==> src/rtl/periph_bus_pkg.sv <==
// Shared constants and types for the MAKu peripheral register bus.
package periph_bus_pkg;

  localparam int REG_ADDR_W = 4;
  localparam int DATA_W     = 32;

  typedef enum logic [1:0] {
    PBM_IDLE    = 2'd0,
    PBM_ACCESS  = 2'd1,
    PBM_CAPTURE = 2'd2,
    PBM_RESP    = 2'd3
  } pbm_state_e;

  // Slot assignments; new peripherals take the next free index.
  localparam int SLOT_GPIO = 0;

endpackage

==> src/rtl/periph_slot_decode.sv <==
// Combinational slot decode: one-hot enable vector plus a populated flag
// derived from the slot mask.
module periph_slot_decode
  import periph_bus_pkg::*;
#(
  parameter int NUM_SLOTS = 8,
  localparam int SLOT_W   = $clog2(NUM_SLOTS)
) (
  input  logic [SLOT_W-1:0]    slot,
  input  logic [NUM_SLOTS-1:0] slot_mask,
  output logic [NUM_SLOTS-1:0] slot_onehot,
  output logic                 populated
);

  for (genvar gi = 0; gi < NUM_SLOTS; gi++) begin : g_onehot
    assign slot_onehot[gi] = (slot == SLOT_W'(gi));
  end

  assign populated = |(slot_onehot & slot_mask);

endmodule

==> src/rtl/periph_bus_master.sv <==
// Initiator for the peripheral register bus: one outstanding CPU request,
// a single-cycle reg_en strobe per access and a held response.
module periph_bus_master
  import periph_bus_pkg::*;
#(
  parameter int                   NUM_SLOTS = 8,
  parameter logic [NUM_SLOTS-1:0] SLOT_MASK = 8'h01,
  localparam int                  SLOT_W    = $clog2(NUM_SLOTS),
  localparam int                  ADDR_W    = SLOT_W + REG_ADDR_W
) (
  input  logic                        clk,
  input  logic                        rst_n,
  input  logic                        req_valid,
  output logic                        req_ready,
  input  logic                        req_we,
  input  logic [ADDR_W-1:0]           req_addr,
  input  logic [DATA_W-1:0]           req_wdata,
  output logic                        rsp_valid,
  input  logic                        rsp_ready,
  output logic [DATA_W-1:0]           rsp_rdata,
  output logic                        rsp_err,
  output logic [NUM_SLOTS-1:0]        reg_en,
  output logic                        reg_we,
  output logic [REG_ADDR_W-1:0]       reg_addr,
  output logic [DATA_W-1:0]           reg_wdata,
  input  logic [NUM_SLOTS*DATA_W-1:0] reg_rdata
);

  localparam logic [1:0] ST_IDLE    = PBM_IDLE;
  localparam logic [1:0] ST_ACCESS  = PBM_ACCESS;
  localparam logic [1:0] ST_CAPTURE = PBM_CAPTURE;
  localparam logic [1:0] ST_RESP    = PBM_RESP;

  logic [1:0]            state_reg, state_next;
  logic                  we_reg;
  logic [SLOT_W-1:0]     slot_reg;
  logic [NUM_SLOTS-1:0]  sel_reg;
  logic [REG_ADDR_W-1:0] addr_reg;
  logic [DATA_W-1:0]     wdata_reg;
  logic [DATA_W-1:0]     rdata_reg;
  logic                  err_reg;

  logic [SLOT_W-1:0]     req_slot;
  logic [NUM_SLOTS-1:0]  req_onehot;
  logic                  req_populated;
  logic                  accept;
  logic                  in_access;

  assign req_slot = req_addr[ADDR_W-1:REG_ADDR_W];

  periph_slot_decode #(
    .NUM_SLOTS (NUM_SLOTS)
  ) u_slot_decode (
    .slot        (req_slot),
    .slot_mask   (SLOT_MASK),
    .slot_onehot (req_onehot),
    .populated   (req_populated)
  );

  assign accept    = (state_reg == ST_IDLE) && req_valid;
  assign in_access = (state_reg == ST_ACCESS);

  always_comb begin
    state_next = state_reg;
    case (state_reg)
      ST_IDLE:    if (req_valid) state_next = req_populated ? ST_ACCESS : ST_RESP;
      ST_ACCESS:  state_next = we_reg ? ST_RESP : ST_CAPTURE;
      ST_CAPTURE: state_next = ST_RESP;
      ST_RESP:    if (rsp_ready) state_next = ST_IDLE;
      default:    state_next = ST_IDLE;
    endcase
  end

  // Reset drops any in-flight request; the ACCESS strobe is never replayed.
  always_ff @(posedge clk or negedge rst_n) begin
    if (!rst_n) begin
      state_reg <= ST_IDLE;
      we_reg    <= 1'b0;
      slot_reg  <= '0;
      sel_reg   <= '0;
      addr_reg  <= '0;
      wdata_reg <= '0;
      rdata_reg <= '0;
      err_reg   <= 1'b0;
    end else begin
      state_reg <= state_next;
      if (accept) begin
        we_reg    <= req_we;
        slot_reg  <= req_slot;
        sel_reg   <= req_onehot;
        addr_reg  <= req_addr[REG_ADDR_W-1:0];
        wdata_reg <= req_wdata;
        rdata_reg <= '0;
        err_reg   <= ~req_populated;
      end
      if (state_reg == ST_CAPTURE) begin
        rdata_reg <= reg_rdata[int'(slot_reg)*DATA_W +: DATA_W];
      end
    end
  end

  assign req_ready = (state_reg == ST_IDLE);
  assign rsp_valid = (state_reg == ST_RESP);
  assign rsp_rdata = rdata_reg;
  assign rsp_err   = err_reg;

  // Shared bus lines are only non-zero during the single ACCESS cycle.
  assign reg_en    = in_access ? sel_reg   : '0;
  assign reg_we    = in_access ? we_reg    : 1'b0;
  assign reg_addr  = in_access ? addr_reg  : '0;
  assign reg_wdata = in_access ? wdata_reg : '0;

endmodule

==> config.mk <==
export PLATFORM = sky130hd
export DESIGN_NAME = periph_bus_master
export DESIGN_NICKNAME = d
export VERILOG_FILES = /design/src/rtl/periph_bus_pkg.sv /design/src/rtl/periph_slot_decode.sv /design/src/rtl/periph_bus_master.sv
export SDC_FILE = /design/constraint.sdc
export NUM_CORES = 1
export LEC_CHECK = 0
export BUFFER_PORTS_ARGS = -buffer_cell sky130_fd_sc_hd__buf_2
export CAP_MARGIN = 20
export CORE_AREA = 2 2 148 150
export DETAILED_ROUTE_END_ITERATION = 8
export DIE_AREA = 0 0 150 152
export PLACE_DENSITY = 0.6
export RECOVER_POWER = 25
export REMOVE_ABC_BUFFERS = 1
export SYNTH_ARGS = -nofsm -noshare
export SYNTH_HDL_FRONTEND = slang
export SYNTH_HIERARCHICAL = 1
export SYNTH_SLANG_ARGS = --single-unit
==> constraint.sdc <==
create_clock -name clk -period 2 [get_ports clk]
set_clock_uncertainty 0.05 [all_clocks]
set_input_delay 0.6 -clock clk [delete_from_list [all_inputs] [get_ports clk]]
set_output_delay 0.6 -clock clk [all_outputs]
set_load 0.01 [all_outputs]
Word-level counts from Yosys, hierarchy flattened:

Index checks and enable logic that the tools add are counted.
Widths: inputs -> output; s select.

* flip-flop bits (word level): 83
* bits of input ports: 300
* output and inout port bits: 80

* equality and inequality tests: 12
* shift operators: 1
* muxes and demuxes: 11
* bitwise logic cells: 1
* reduce and logical (&&, ||, !) cells: 5

Operators by type and width (number)
* $shiftx 256x9->32: 1
* $mux 32: 3
* $eq 3x3->1 const B: 4
* $mux 8: 1
* $pmux 2 s4: 1
* $eq 3x2->1 const B: 2
* $mux 2: 3
* $eq 2x2->1 const B: 2
* $mux 4: 1
* $eq 3x1->1 const B: 1
* $logic_not 3->1: 1
* $eq 2x1->1 const B: 1
* $logic_not 2->1: 1
* $mux 1: 2
* $ne 2x1->1 const B: 1
* $ne 2x2->1 const B: 1
* $reduce_and 2->1: 1
* $reduce_bool 2->1: 1
* $logic_and 1x1->1: 1
* $not 1->1: 1

Depth between registers and ports, before layout:

Gate-level depths: netlist (run 1).

* depth after elaboration: 4
* depth in mapped cells: 7
* depth with buffers taken out: 5

Cells and area by module:

The synthesis (run 1) kept the hierarchy.

By module, submodules not included
* periph_bus_master: instances 1, cells an instance 443, area each 5465.2 um^2, sequential area each 2077.0 um^2
* periph_slot_decode: instances 1, cells an instance 16, area each 142.6 um^2, sequential area each 0.0 um^2

Worst setup path before layout (run 1):

Ideal clock, no wire load.

* kind: input to register
* start point: input port req_addr[4]
* end point: register state_reg[1]
* data arrival time: 1745 ps
* required time: 1871 ps
* setup slack: 126 ps
* stages on the path: 6
* buffers on the path: 1
* path through: buf_6 -> mux4_1 -> mux2_2 -> nor2b_1 -> a21oi_1 -> mux2i_1

* cells in the longest elaborated chain, start to end: 4

RTL lines
* from (decl): RTL line periph_bus_master.sv:16 `input logic [ADDR_W-1:0] req_addr,`
* $logic_not 3->1: RTL line periph_slot_decode.sv:16 `assign slot_onehot[gi] = (slot == SLOT_W'(gi));`
* named net req_populated: RTL line periph_bus_master.sv:45 `logic req_populated;`
* $mux 2 (2 in series): RTL line periph_bus_master.sv:66 `ST_IDLE: if (req_valid) state_next = req_populated ? ST_ACCESS : ST_RESP;`
* $pmux 2 s4: RTL line periph_bus_master.sv:65 `case (state_reg)`
* to (signal assigned): RTL line periph_bus_master.sv:86 `state_reg <= state_next;`
* to (decl): RTL line periph_bus_master.sv:34 `logic [1:0] state_reg, state_next;`

The timed path passes the listed nets, and every way through them passes these cells. The select of a mux whose other input is x is not followed.
A chain may end at the register's enable or synchronous reset.

Final worst setup path (run 1):

* start point: register state_reg[1]
* end point: output port reg_wdata[5]

* cells in the longest elaborated chain, start to end: 2

RTL lines
* $eq 2x1->1: RTL line periph_bus_master.sv:61 `assign in_access = (state_reg == ST_ACCESS);`
* $mux 32: RTL line periph_bus_master.sv:111 `assign reg_wdata = in_access ? wdata_reg : '0;`
* to (decl): RTL line periph_bus_master.sv:25 `output logic [DATA_W-1:0] reg_wdata,`

No other way between the ends.

==> flow_summary.toml, run 1 <==
[logic_synthesis]
synth_top_family_by_area = "multiplexers"
synth-simple-area-share = 0.107
seq_area_frac_synth = 0.370
synth_compound_area_frac = 0.100
ys_seq_elements = 83
yosysWarnings = 6
synthXorXnorAreaFrac = 0
synthAdderAreaFrac = 0.00892
synthMuxAreaShare = 0.362
netlist_instances = 459
synth_cell_types = 34
syn_area_per_cell_sq_um = 12.2
synth_area_sq_um = 5610

[grt]
grt_max_degree = 51
grt_pass1_wl_mm = 29.1
grt_pass1_vias = 5411
antenna_found_initial = 1
grtUsageTotal = 0.165
grt.overflow.total = 0

[sta]
setup_ws_ns = -0.110
tns_ns = -3.54
slew_headroom = 0.318
drv_slew = 0
hold_violations = 0
max_freq_mhz = 474
whs_ns = 0.359
worst_pin_slew_ns = 1.02
setup_viol = 45
fin_crit_ns = 2.11
rsz0062_at_grt = "yes"
fin_crit_sh = 1.06

[status]
violations = "negative setup slack"
status = "complete, but fails checks"

[worst_hold_path]
hold_path.class = "in2async"

[drt]
wirelength_mm = 19.8
drt-initial-drc-count = 221
wire_per_inst_microns = 17.5
via_count = 5278
first_pass_iters = 4
ant_nets = 0
drc_errors = 0
vias_per_cell = 4.66

[cts]
cts_tree = "done"
clk_pin_slew_ns = 0.07
cts-root-buf = "clkbuf_16"
clock_latency_ns = 0.34
numCtsBuffers = 9
ctsHoldBuffers = 0
clock-sinks = 83
htreeDepth = 3
cts_max_path_buffers = 2

[layout]
finalInstanceArea_sq_um = 8400
multi_input_comb_area_sq_um = 3340
fillers = 2127
ff_latch_area_sq_um = 2080
drive_gt1_frac = 0.583
final_common_cell = "buf_2"
nets = 1150
area_delta_synth_final_pct = 49.8
final_cell_mix = "369 x buf_2, 79 x dfrtp_1, 48 x mux2_1"
final-instance-count-excl-fill = 1132

[worst_setup_path]
reg2reg_to = "rsp_rdata[10]"
worstPathCellList = "inv_2 > ha_4 > clkbuf_16 > and2_1 > buf_2"
startpoint_type = "register"
crit_fanout = 11
cp.arrival_ns = 1.46
r2r_start = "slot_reg[0]"
max_stage_delay_ns = 0.39
cp_slowest_cell = "dfrtp_1"
cp.required_ns = 1.35
r2r_slack_ns = 0.16
reg2regPathDepth = 4
crit_type = "reg2out"
startpoint = "state_reg[1]"
cp-end-kind = "primary output"

[die]
die_w_microns = 150
die_area_sq_um = 22800
rows = 54
core-area_sq_um = 21400
start_util = 0.263
pin_count = 380
die_y_microns = 152

[placement]
placed_area_sq_um = 7930
placed_cells = 1107
portBuffers = 379
hpwlAfterDp_mm = 15.6
gp_congestion = 0.819

[pwr]
powerDensity_nw_per_um2 = 1370
ir_drop_uv = 509
power_leakage_uw = 0.00422

[run]
cap_viol_max_count = 0
[where the power goes]
group | switching (uW) | total [uW] | internal, uW
Clock | 711 | 1680 | 971
Sequential | 513 | 3030 | 2520
Combinational | 3230 | 6770 | 3540
Total | 4450 | 11500 | 7030
[worst max path at each step]
stage                         end  slack [ns]  depth (start not counted)
floorplan            rsp_rdata[0]       -2.44                          3
global placement    rsp_rdata[24]        0.03                          5
detailed placement  rsp_rdata[24]       -0.03                          5
CTS                 reg_wdata[16]       -0.14                          5
global route         reg_wdata[5]       -0.20                          5
finish               reg_wdata[5]       -0.11                          5
[through the flow]
| stage | worst slack [ns] | power [uW] | utilization |
|---|---|---|---|
| floorplan | -2.44 | 6650 | - |
| CTS | -0.136 | 11400 | 0.389 |
| global placement | 0.0310 | 9390 | 0.371 |
| finish | -0.110 | 11500 | 0.394 |
| detailed placement | -0.0311 | 9510 | 0.371 |
| global route | -0.204 | 12300 | 0.394 |
[routing by layer]
metal	vias to the layer above	share of wire	GRT usage
met5	-	0	0
met1	2499	0.41	0.203
met4	0	0.015	0.0535
met3	17	0.073	0.0327
met2	246	0.50	0.286
li1	2516	-	-
[worst max-delay path, delay by kind of cell, from the launching register on]
kind,cells,cell delay (ns)
adders and majority gates,1,0.21
buffers and inverters,3,0.38
DFF,1,0.39
and+or+nand+nor,1,0.12
[cells by family (layout without fill, tap and decap cells)]
group	after synthesis	after routing
AO/OA/AOI/OAI	70	71
buffers and inverters	46	431
flip-flops	83	83
AND/OR/NAND/NOR	106	106
multiplexers	148	148
other	2	9
adder cells (fa/ha/maj)	4	4
[cells in the mapped netlist]
| library cell | instances | share of area |
|---|---|---|
| inv_2 | 1 | 0.00067 |
| and3_2 | 1 | 0.0013 |
| buf_1 | 6 | 0.0040 |
| nor2_1 | 14 | 0.0094 |
| nor3b_1 | 3 | 0.0040 |
| buf_12 | 2 | 0.0071 |
| o221ai_1 | 10 | 0.016 |
| mux4_1 | 6 | 0.028 |
| buf_6 | 5 | 0.010 |
| o21ai_1 | 11 | 0.0098 |
| o21bai_1 | 1 | 0.0013 |
| mux2i_1 | 45 | 0.080 |
| nand2b_1 | 23 | 0.026 |
| a22oi_1 | 22 | 0.029 |
| and2_1 | 45 | 0.050 |
| nor3_1 | 1 | 0.00089 |
| mux4_2 | 28 | 0.11 |
| ha_1 | 4 | 0.0089 |
| conb_1 | 2 | 0.0013 |
| and3b_2 | 1 | 0.0018 |
| o31ai_1 | 2 | 0.0027 |
| mux2_1 | 48 | 0.096 |
| nor2b_1 | 3 | 0.0033 |
| dfrtp_1 | 83 | 0.37 |
| buf_8 | 2 | 0.0054 |
| mux2_2 | 17 | 0.034 |
| buf_2 | 6 | 0.0054 |
| a32o_1 | 22 | 0.039 |
| buf_4 | 3 | 0.0040 |
| nand2_1 | 15 | 0.010 |
| clkbuf_1 | 19 | 0.013 |
| inv_1 | 2 | 0.0013 |
| a21oi_1 | 2 | 0.0018 |
| mux2_4 | 4 | 0.011 |
[area by class of cell]
cell class | count | share of cell area
diodes | 1 | 0.000298
repair buffers | 412 | 0.276
clock buffers | 10 | 0.0272
clock inverters | 6 | 0.00789
flip-flops and latches | 83 | 0.248
multi-input cells | 337 | 0.397
well taps | 280 | 0.0417
inverters | 3 | 0.00134
[what timing repair did]
item,CTS,global route
endpoints found under the hold margin,0,0
cloned,1,2
gates resized for setup,8,13
pin swaps,1,1
buffers inserted,2,3
setup endpoints to repair,78,54
Note: power is estimated with default switching activity, not from simulation.
==> run 2: changes to the inputs <==
Settings changed: CTS_CLUSTER_SIZE from default to 40, TNS_END_PERCENT from default to 10.
==> run 2 against run 1 <==
  * The run still ends with negative setup slack left
  * Via count down 0.66%
  * Sequential share of layout area is 0.10 points higher
  * Sequential power about the same
  * Critical path type unchanged
  * Largest cell class unchanged
  * Largest power group unchanged
==> flow_summary.toml, run 2 (same netlist as run 1, synthesis figures left out) <==
[grt]
grt_most_used_layer = "met2"
grt_pass1_wl_mm = 29.0
grt_util_met3 = 0.0327
antenna_found_initial = 1
grtUsageTotal = 0.164
grt_pass1_vias = 5402
grt.overflow.total = 0
grt_max_degree = 51
use_met1 = 0.203
grt_use_met2 = 0.285

[layout]
final_util = 0.392
drive_gt1_frac = 0.582
area_delta_synth_final_pct = 49.2
final-instance-count-excl-fill = 1128
final_common_cell = "buf_2"
nets = 1146
final_cell_mix = "370 x buf_2, 79 x dfrtp_1, 48 x mux2_1"

[pwr]
powerDensity_nw_per_um2 = 1350
combPwrFrac = 0.585
power_leakage_uw = 0.00420
switchingPower_uw = 4370
p_sw_frac = 0.386
ir_drop_uv = 576
p_total_uw = 11300
p_int_uw = 6960
clkPwrFrac = 0.148
seqPwrFrac = 0.267

[cts]
ctsHoldBuffers = 0
clock_latency_ns = 0.34
clock-sinks = 83
clk_pin_slew_ns = 0.07
numCtsBuffers = 9
cts_max_path_buffers = 2
htreeDepth = 3
cts_tree = "done"
cts-root-buf = "clkbuf_16"

[sta]
fin_crit_sh = 1.05
max_freq_mhz = 475
drv_slew = 0
fin_crit_ns = 2.11
tns_ns = -3.49
setup_viol = 45
whs_ns = 0.358
setup_ws_ns = -0.107
rsz0062_at_grt = "yes"
hold_violations = 0
slew_headroom = 0.320
worst_pin_slew_ns = 1.02

[run]
cap_viol_max_count = 0

[drt]
drc_errors = 0
ant_nets = 0
wirelength_mm = 19.3
via_count = 5243
drt-initial-drc-count = 235
first_pass_iters = 4
vias_per_cell = 4.65
wire_per_inst_microns = 17.1

[status]
status = "complete, but fails checks"
violations = "negative setup slack"

[die]
die_y_microns = 152
core-area_sq_um = 21400
pin_count = 380
rows = 54
start_util = 0.263
die_area_sq_um = 22800
die_w_microns = 150

[worst_setup_path]
crit_type = "reg2out"
r2r_slack_ns = 0.13
startpoint_type = "register"
crit_fanout = 11
cp.required_ns = 1.35
cp.arrival_ns = 1.46
reg2reg_to = "rsp_rdata[2]"
r2r_start = "state_reg[1]"
cp-end-kind = "primary output"
reg2regPathDepth = 6

[placement]
placed_cells = 1107
portBuffers = 379
gp_congestion = 0.819
hpwlAfterDp_mm = 15.6

[worst_hold_path]
hold_path.class = "in2async"
## run 2: cell type report
cell class                 instances  area, sq um
clock inverter                     6         66.3
inverter                           3         11.3
timing repair buffer             409         2290
fill                            2131        13000
clock buffer                      10          229
tap                              280          350
multi-input combinational        336         3330
sequential                        83         2080
antenna                            1         2.50
## run 2: metrics by stage
step / setup slack (ns) / cell area, sq um
after floorplan: -2.44 / 5360
after global placement: 0.0310 / 7930
after detailed placement: -0.0311 / 7930
after CTS: -0.136 / 8300
after global routing: -0.201 / 8370
final: -0.107 / 8370
## run 2: per-layer routing
layer,up-vias,part of all wire
met1,2481,0.41
met4,0,0.015
met2,244,0.51
met3,17,0.068
li1,2501,-
met5,-,0
## run 2: worst max path at each step
stage,start,end,slack [ns],cells after the start
after floorplan,slot_reg[0],rsp_rdata[0],-2.44,3
after global placement,state_reg[0],rsp_rdata[24],0.03,5
after detailed placement,state_reg[0],rsp_rdata[24],-0.03,5
after CTS,state_reg[1],reg_wdata[16],-0.14,5
after global routing,state_reg[1],reg_wdata[5],-0.20,5
final,state_reg[1],reg_wdata[5],-0.11,5
## run 2: repair_timing
item                                    CTS  global route
resized for setup                         8            13
cloned                                    1             1
setup buffers                             2             0
endpoints found under the setup margin   78            54
pin swaps                                 4             3
## run 2: critical path, cell delays in order, from the launching register on
cell and delay, ns:
dfrtp_1 0.39, inv_2 0.08, ha_4 0.21, clkbuf_16 0.18, and2_1 0.12, buf_2 0.12
## run 2: power groups by stage
stage / sequential, uW / clock (uW) / combinational [uW]
global placement: 3030 / 0 / 6360
global route: 3140 / 1830 / 7240
finish: 3030 / 1670 / 6630
CTS: 3040 / 1760 / 6620
floorplan: 3370 / 0 / 3280
detailed placement: 3080 / 0 / 6430
